[src/rtl/seq_generator.sv]
`default_nettype none
// ============================================================================
//  Module   : seq_generator
//  Purpose  : Serial pattern generator. On an accepted start the PAT_W-bit
//             pattern is captured and emitted MSB first, repeated 'reps'
//             times back to back. An optional even-parity bit (XOR of the
//             captured pattern) follows each repetition. A one-cycle done
//             pulse closes every transmission, including reps = 0.
//
//  Options  : SEQ_GEN_PARITY_EN - when defined, enables the PAR state and
//             appends one parity bit after every repetition. When undefined,
//             PAR is unreachable and each repetition is exactly PAT_W bits.
//
//  Parameters
//    PAT_W    pattern width in bits, 2..16 (default 8)
//
//  Ports
//    clk      in   1      rising-edge clock
//    rst      in   1      asynchronous reset, active low (0 = reset)
//    start    in   1      request to begin a transmission (ignored while busy)
//    pattern  in   PAT_W  bit sequence to emit, MSB first
//    reps     in   4      number of back-to-back repetitions, 0..15
//    out      out  1      serial bit stream (0 whenever valid = 0)
//    valid    out  1      out carries a sequence bit this cycle
//    busy     out  1      transmission in progress
//    done     out  1      one-cycle completion pulse
//
//  Revision : 1.0  initial release
// ============================================================================

module seq_generator #(
   parameter int PAT_W = 8
) (
   input  logic             clk,
   input  logic             rst,
   input  logic             start,
   input  logic [PAT_W-1:0] pattern,
   input  logic [3:0]       reps,
   output logic             out,
   output logic             valid,
   output logic             busy,
   output logic             done
);

   // Bit counter must hold the value PAT_W itself (up to 16).
   localparam int CNT_W = $clog2(PAT_W + 1);

   localparam logic [CNT_W-1:0] CNT_FULL = CNT_W'(PAT_W);
   localparam logic [CNT_W-1:0] CNT_ONE  = CNT_W'(1);

   localparam logic [1:0] ST_IDLE  = 2'd0;
   localparam logic [1:0] ST_SHIFT = 2'd1;
   localparam logic [1:0] ST_PAR   = 2'd2;
   localparam logic [1:0] ST_DONE  = 2'd3;

   logic [1:0]       state_q,  state_d;
   logic [PAT_W-1:0] shreg_q,  shreg_d;   // working shift register, MSB = current bit
   logic [PAT_W-1:0] pat_q,    pat_d;     // captured pattern, reloaded each repetition
   logic [CNT_W-1:0] bitcnt_q, bitcnt_d;  // bits still to emit in this repetition
   logic [3:0]       repcnt_q, repcnt_d;  // repetitions still to complete

   logic             end_rep;             // current cycle closes a repetition

   // -------------------------------------------------------------------------
   // State and datapath registers
   // -------------------------------------------------------------------------
   always_ff @(posedge clk or negedge rst) begin
      if (!rst) begin
         state_q  <= ST_IDLE;
         shreg_q  <= '0;
         pat_q    <= '0;
         bitcnt_q <= '0;
         repcnt_q <= '0;
      end else begin
         state_q  <= state_d;
         shreg_q  <= shreg_d;
         pat_q    <= pat_d;
         bitcnt_q <= bitcnt_d;
         repcnt_q <= repcnt_d;
      end
   end

   // -------------------------------------------------------------------------
   // Next-state and datapath logic
   // -------------------------------------------------------------------------
   always_comb begin
      state_d  = state_q;
      shreg_d  = shreg_q;
      pat_d    = pat_q;
      bitcnt_d = bitcnt_q;
      repcnt_d = repcnt_q;
      end_rep  = 1'b0;

      case (state_q)
         ST_IDLE: begin
            // pattern and reps are sampled only here; start is only seen here,
            // so a start while busy can never touch the captured values.
            if (start) begin
               pat_d    = pattern;
               shreg_d  = pattern;
               bitcnt_d = CNT_FULL;
               repcnt_d = reps;
               state_d  = (reps == 4'd0) ? ST_DONE : ST_SHIFT;
            end
         end

         ST_SHIFT: begin
            shreg_d  = shreg_q << 1;
            bitcnt_d = bitcnt_q - CNT_ONE;
            if (bitcnt_q == CNT_ONE) begin
`ifdef SEQ_GEN_PARITY_EN
               state_d = ST_PAR;
`else
               end_rep = 1'b1;
`endif
            end
         end

`ifdef SEQ_GEN_PARITY_EN
         ST_PAR: begin
            end_rep = 1'b1;
         end
`endif

         ST_DONE: begin
            state_d = ST_IDLE;
         end

         default: begin
            state_d = ST_IDLE;
         end
      endcase

      // Closing a repetition: either reload the captured pattern with no idle
      // gap, or finish. repcnt_q is never 0 here because reps = 0 skips
      // straight to DONE, so "more to go" is simply repcnt_q > 1.
      if (end_rep) begin
         repcnt_d = repcnt_q - 4'd1;
         if (repcnt_q != 4'd1) begin
            shreg_d  = pat_q;
            bitcnt_d = CNT_FULL;
            state_d  = ST_SHIFT;
         end else begin
            state_d  = ST_DONE;
         end
      end
   end

   // -------------------------------------------------------------------------
   // Outputs: decoded from registered state only, so reset forces them low
   // without waiting for a clock edge.
   // -------------------------------------------------------------------------
   always_comb begin
      out   = 1'b0;
      valid = 1'b0;
      busy  = (state_q != ST_IDLE);
      done  = (state_q == ST_DONE);

      case (state_q)
         ST_SHIFT: begin
            valid = 1'b1;
            out   = shreg_q[PAT_W-1];
         end
         ST_PAR: begin
            valid = 1'b1;
`ifdef SEQ_GEN_PARITY_EN
            out   = ^pat_q;  // even parity over the captured pattern
`else
            out   = 1'b0;
`endif
         end
         default: begin
            out   = 1'b0;
            valid = 1'b0;
         end
      endcase
   end

endmodule

`default_nettype wire

[config.mk]
export PLATFORM = sky130hd
export DESIGN_NAME = seq_generator
export DESIGN_NICKNAME = d
export VERILOG_FILES = /design/src/rtl/seq_generator.sv
export SDC_FILE = /design/constraint.sdc
export NUM_CORES = 1
export LEC_CHECK = 0
export CELL_PAD_IN_SITES_DETAIL_PLACEMENT = 1
export CELL_PAD_IN_SITES_GLOBAL_PLACEMENT = 2
export CORE_AREA = 2 2 65 67
export CTS_BUF_LIST = sky130_fd_sc_hd__clkbuf_4 sky130_fd_sc_hd__clkbuf_8
export CTS_CLUSTER_SIZE = 25
export DETAILED_ROUTE_END_ITERATION = 7
export DIE_AREA = 0 0 67 69
export GPL_ROUTABILITY_DRIVEN = 0
export GPL_TIMING_DRIVEN = 0
export PLACE_DENSITY_LB_ADDON = 0.1
export SLEW_MARGIN = 5
export SYNTH_ARGS = -nofsm -noshare
export SYNTH_HDL_FRONTEND = slang
export SYNTH_SLANG_ARGS = --single-unit
[constraint.sdc]
create_clock -name clk -period 3 [get_ports clk]
set_input_delay 0.6 -clock clk [delete_from_list [all_inputs] [get_ports clk]]
set_output_delay 0.6 -clock clk [all_outputs]
set_load 0.005 [all_outputs]
Word-level counts from Yosys, hierarchy flattened:

Cells that the tools add are included.

* register bits: 26
* bits of input ports: 15
* output and inout bits: 4
* word-level logic and storage cells: 43

* add/subtract/negate cells: 2
* equality and inequality tests: 7
* mux-type cells: 20
* reduce and logical (&&, ||, !) cells: 9

Operators with widths (number)
* 4-bit 2-to-1 mux: 6
* 8-bit 2-to-1 mux: 3
* 8-bit case mux with 2 select lines: 1
* 2-bit 2-to-1 mux: 4
* 4-bit case mux with 2 select lines: 1
* 4-bit by 1-bit subtractor with 4-bit output (second input constant): 2
* 2-bit AND reduction: 3
* 2-bit nonzero test: 3
* 2-bit equality test (second input constant): 2
* 4-bit by 1-bit equality test with 1-bit output (second input constant): 1
* 4-bit logical NOT: 1
* 1-bit 2-to-1 mux: 4
* 4-bit by 1-bit inequality test with 1-bit output (second input constant): 1
* 2-bit case mux with 2 select lines: 1
* 3-bit inequality test (second input constant): 1
* 2-bit by 1-bit equality test with 1-bit output (second input constant): 1
* 2-bit logical NOT: 1
* 2-bit inequality test (second input constant): 1
* 2-bit OR reduction: 1

Logic depth before layout (Yosys ltp):

Gate-level depths: netlist of the first run.

* word-level depth: 5
* depth in mapped cells: 7
* mapped depth without buffers: 5

Worst setup path before layout of the first run:

OpenSTA, ideal clock, no wires.

* kind: input-to-reg
* start: input start
* end: register shreg_q[6]
* arrival: 1.647 ns
* setup slack: 1.228 ns
* stages on the path: 5
* path buffers: 2
* cells stage by stage: buf_6 -> buf_6 -> mux2_4 -> a221o_1 -> mux2_2

* longest elaborated chain between the ends: 4

RTL lines
* from (decl): line 36 `input logic start,`
* 8-bit 2-to-1 mux (*): line 98 `if (start) begin`
* 8-bit case mux with 2 select lines (*): line 94 `case (state_q)`
* 8-bit 2-to-1 mux: line 139 `if (repcnt_q != 4'd1) begin`
* 8-bit 2-to-1 mux (*): line 137 `if (end_rep) begin`
* net shreg_d[6]: line 57 `logic [PAT_W-1:0] shreg_q, shreg_d;`
* to (signal assigned): line 76 `shreg_q <= shreg_d;`
* to (decl): line 57

The timed path passes the listed nets; every way through them passes the cells marked *.
A chain may end at the register's enable or synchronous reset.

Final worst setup path of the first run:

* start: register state_q[0]
* end: output busy

* longest elaborated chain between the ends: 1

RTL lines
* from (decl): line 56 `logic [1:0] state_q, state_d;`
* from (signal assigned): line 75 `state_q <= state_d;`
* 2-bit nonzero test: line 156 `busy = (state_q != ST_IDLE);`
* to (decl): line 41 `output logic busy,`

No other way between the ends.

==> results_dict.tcl, run 1 <==
set metrics [dict create \
    synth.top_cell.area_share_pct 43.2 \
    synth_top_cells_by_area "dfrtp_1, mux2_2, ha_1" \
    ys_ff_latch 26 \
    slew_viol_final 0 \
    fin_nets 174 \
    grt_pass1_vias 1243 \
    async_reset_ff_share_pct 100 \
    leakage_nw 0.786 \
    synth.distinct_cells 36 \
    cts_resized 0 \
    cp.arrival_ns 2.14 \
    final_core_util_pct 46.2 \
    p_per_area_nw_per_um2 1010 \
    ff_latch_area_sq_um 651 \
    root_buffer "clkbuf_8" \
    initial_core_util_pct 38.5 \
    critical_path.max_fanout 10 \
    fmax_ghz 0.365 \
    diodes 0 \
    synthCells 130 \
    ant_nets 0 \
    drt-total-wl_um 3520 \
    tritoncts "done" \
    hold_buffers 0 \
    core_sq_um 3910 \
    synth.yosys.seq_area_share_pct 43.2 \
    die_y_um 69 \
    met1_length_um 1600 \
    die_w_um 67 \
    p_comb_share_pct 47.4 \
    fin_setup_tns_ns 0 \
    yosysTopAreaCell "dfrtp_1" \
    fin_ws_ns 0.263 \
    path_clk_slew_ns 0.10 \
    clock_sinks 26 \
    p_seq_share_pct 36.1 \
    numCtsBuffers 3 \
    grt_max_degree 27 \
    ys.flop_type "dfrtp_1" \
    grt_use_total_pct 17.3 \
    synth-edff-count 0 \
    vias 1082 \
    overflow 0 \
    end_kind "output pin" \
    p_sw_share_pct 35.5 \
    synth_common_cells "dfrtp_1, mux2_2, inv_1, and2_1" \
    r2r_cells 7 \
    port_buffers 17 \
    die-area_sq_um 4620 \
    post-cts-setup-buffer-count 0 \
    holdCritPathClass "input port to async pin" \
    rows 23 \
    syn-cell-area_sq_um 1510 \
    maxCapViolCount 0 \
    topRoutingLayerUsed "met4" \
    fin_crit_ns 2.74 \
    p_sw_mw 0.646 \
    syn-num-nets 152 \
    drive_above_1_share_pct 25.2 \
    worstPathRequired_ns 2.40 \
    crit_path_start_kind "flip-flop" \
    grt_antenna_before_repair 0 \
    viasPerCell 5.38 \
    setup_viol 0 \
    insertion_delay_ns 0.28 \
    preCtsSetupSlack_ns 0.470 \
    wl_per_cell_um 17.5 \
    rsz0062_at_grt "no" \
    clk_path_buf_depth 2 \
    p_int_mw 1.18 \
    dr.pass1.iters 2 \
    peakVddDrop_mv 0.367 \
    worstSetupPathType "flip-flop to output pin" \
    finalClockSkew_ns 0.00159 \
    yosysMostFrequentCell "dfrtp_1" \
    fillers 442 \
    multiInputGateArea_sq_um 768 \
    hold_viol 0 \
    route.met3.wl_um 76 \
    outcome "completed" \
    slew_headroom_pct 50.3 \
    wl_met2_um 1800 \
    drt-initial-drc-count 30 \
    htreeDepth 1 \
    avgSynthCellArea_sq_um 11.6 \
    yosys_warnings 0 \
    grt_pass1_wl_um 6030 \
    worst_pin_slew_ns 0.743 \
    pin_count 19 \
    power_frac_clock_pct 16.4 \
    drt_drc_violations_left 0 \
    dp_hpwl_um 2520 \
    period_share_pct 91.2 \
    area_growth_pct 19.9 \
]
## power groups by stage
stage               clock network (mW)  logic, mW  registers (mW)
finish                           0.300      0.864           0.659
CTS                              0.309      0.879           0.660
global placement                     0      0.842           0.649
floorplan                            0      0.639           0.622
global route                     0.322      0.971           0.687
detailed placement                   0      0.872           0.668
## flip-flops by register name, indices dropped and copies added (netlist names)
name,cells
repcnt_q,4
bitcnt_q,4
shreg_q,8
state_q,2
pat_q,8
## worst max-delay path, stage by stage, from the launching register on
cell and delay [ns]:
dfrtp_1 0.43, inv_1 0.08, ha_1 0.14, clkbuf_1 0.30, buf_2 0.32, inv_1 0.13, clkdlybuf4s50_1 0.47
## logic make-up after synthesis
group / count (synthesis) / share of synthesized area (%)
AOI/OAI and AO/OA: 24 / 12.7
xor gates and xnor gates: 1 / 0.581
adders and majority gates: 7 / 5.81
buffers and inverters: 17 / 5.89
DFF: 26 / 43.2
muxes: 28 / 20.8
and+or+nand+nor: 27 / 11.0
## worst paths after layout
check / endpoint / from / slack (ns)
max in group asynchronous: shreg_q[0] / rst / 2.29
setup reg to reg: shreg_q[6] / state_q[1] / 0.84
hold / removal: bitcnt_q[0] / rst / 0.32
min in group clk: pat_q[1] / pat_q[1] / 0.51
hold reg to reg: pat_q[1] / pat_q[1] / 0.51
setup / recovery: busy / state_q[0] / 0.26
## cell type report
type	count	share of cell area [%]
multi-input cells	87	42.5
clock buffers	3	2.28
plain buffers	8	3.11
flip-flops and latches	26	36.0
repair buffers	17	9.13
clock inverters	1	1.66
inverters	9	1.87
well taps	50	3.46
## per-layer routing
metal	GRT usage, %	vias up
met5	0	-
met4	6.80	0
met3	2.45	4
met2	29.8	12
met1	21.3	551
li1	-	515
## stage by stage
stage	hold WS, ns	cell area, sq um	std cells	power (mW)
floorplan	0.304	1510	130	1.26
detailed placement	0.492	1740	197	1.54
finish	0.318	1810	201	1.82
global route	0.343	1810	201	1.98
CTS	0.515	1810	201	1.85
global placement	0.481	1740	197	1.49
## placed cells by master (no fill, tap or decap), types with 4 or more instances in the layout
cell             Yosys  final
ha_1                 7      7
mux2_2              23     23
and2_1               8      8
a221o_1              7      7
inv_1                9      9
mux2i_1              4      4
clkdlybuf4s50_1      0     16
dfrtp_1             26     26
nor2_1               5      5
(Power assumes the default switching activity.)
==> run 2, diff against run 1 <==
Settings changed: CELL_PAD_IN_SITES_DETAIL_PLACEMENT 1 to not set, CELL_PAD_IN_SITES_GLOBAL_PLACEMENT 2 to not set, PLACE_DENSITY_LB_ADDON 0.1 to not set, SKIP_CTS_REPAIR_TIMING set to 1.
==> run 2 against run 1 <==
Cell area hardly changed. Cell count did not move. Count of clock-buffer cells in the layout stayed put. Largest power group unchanged. Highest routed layer unchanged.
==> results_dict.tcl, run 2 (synthesis results as in run 1) <==
set metrics [dict create \
    p_per_area_nw_per_um2 997 \
    r2r_slack_ns 0.87 \
    htreeDepth 1 \
    grt_pass1_wl_um 5530 \
    root_buffer "clkbuf_8" \
    drt_drc_violations_left 0 \
    holdCritPathClass "input port to async pin" \
    die_y_um 69 \
    leakage_nw 0.783 \
    r2r_start "state_q[1]" \
    critPathBufInv 3 \
    fin_ws_ns 0.222 \
    worstPathRequired_ns 2.40 \
    core_sq_um 3910 \
    crit_path_start_kind "flip-flop" \
    ant_nets 0 \
    end_kind "output pin" \
    wl_per_cell_um 15.9 \
    reg_top3 "pat_q x8, shreg_q x8" \
    rows 23 \
    preCtsSetupSlack_ns 0.538 \
    critPathTopFamily "buffers and inverters" \
    maxCapViolCount 0 \
    final_common_cell "dfrtp_1" \
    post_dp_cell_area_sq_um 1740 \
    hold_viol 0 \
    crit_chain "inv_1, ha_1, clkbuf_1, and2_1, clkdlybuf4s50_1" \
    die_w_um 67 \
    drt-initial-drc-count 68 \
    rsz0062_at_grt "no" \
    critical_path.max_fanout 10 \
    viasPerCell 5.39 \
    finalClockSkew_ns 0.0135 \
    slew_viol_final 0 \
    outcome "completed" \
    setup_viol 0 \
    clock_sinks 26 \
    port_buffers 17 \
    slowest_stage "clkdlybuf4s50_1" \
    fin_nets 174 \
    layout_common_cells "dfrtp_1, mux2_2, clkdlybuf4s50_1" \
    dr.pass1.iters 4 \
    final_area_sq_um 1810 \
    pin_count 19 \
    r2r_end "shreg_q[2]" \
    topRoutingLayerUsed "met4" \
    r2r_cells 7 \
    route.met3.wl_um 91 \
    grt_antenna_before_repair 0 \
    cpPeakStageDelay_ns 0.50 \
    die-area_sq_um 4620 \
    fin_crit_ns 2.78 \
    cp.arrival_ns 2.18 \
    overflow 0 \
    period_share_pct 92.6 \
    diodes 0 \
    dp_hpwl_um 2280 \
    worst_pin_slew_ns 0.685 \
    grt_pass1_vias 1122 \
    fillers 379 \
    drive_above_1_share_pct 24.5 \
    wl_met2_um 1570 \
    clk_path_buf_depth 2 \
    numCtsBuffers 3 \
    slew_headroom_pct 54.2 \
    insertion_delay_ns 0.27 \
    drt-total-wl_um 3200 \
    vias 1084 \
    path_clk_slew_ns 0.10 \
    grt_max_degree 27 \
    dp.cells 197 \
    multiInputGateArea_sq_um 768 \
    ff_latch_area_sq_um 651 \
    initial_core_util_pct 38.5 \
    fmax_ghz 0.360 \
    grt_use_total_pct 15.5 \
    peakVddDrop_mv 0.348 \
    area_growth_pct 19.8 \
    met1_length_um 1520 \
    tritoncts "done" \
    instances_no_fill 201 \
    fin_setup_tns_ns 0 \
    total_power_mw 1.80 \
    worstSetupPathType "flip-flop to output pin" \
]
## run 2: per-layer routing
layer | up-vias | GRT usage [%]
met5 | - | 0
met4 | 0 | 4.08
met3 | 2 | 2.94
met2 | 11 | 24.9
met1 | 554 | 21.1
li1 | 517 | -
## run 2: worst max path at each step
stage	slack, ns	start	end	depth (start not counted)
after floorplan	1.23	start	shreg_q[6]	5
after global placement	0.53	state_q[1]	out	5
after detailed placement	0.54	state_q[1]	out	5
after CTS	0.20	state_q[1]	out	5
after global routing	0.08	state_q[1]	out	5
final	0.22	state_q[1]	out	5
## run 2: stage by stage
| stage | hold slack [ns] | util, % |
|---|---|---|
| after floorplan | 0.304 | - |
| after global placement | 0.481 | 44.5 |
| after CTS | 0.514 | 46.3 |
| after global routing | 0.351 | 46.2 |
| after detailed placement | 0.493 | 44.5 |
| final | 0.314 | 46.2 |
## run 2: final cells by class
| cell class | count | share of cell area, % |
|---|---|---|
| Clock buffer | 3 | 2.29 |
| Tap cell | 50 | 3.46 |
| Timing Repair Buffer | 17 | 9.14 |
| Multi-Input combinational cell | 87 | 42.5 |
| Sequential cell | 26 | 36.0 |
| Inverter | 9 | 1.87 |
| Buffer | 8 | 3.05 |
| Clock inverter | 1 | 1.66 |
## run 2: power breakdown
part | switching [mW] | internal, mW
clock network | 0.112 | 0.178
registers | 0.127 | 0.528
logic | 0.387 | 0.469
total | 0.626 | 1.18
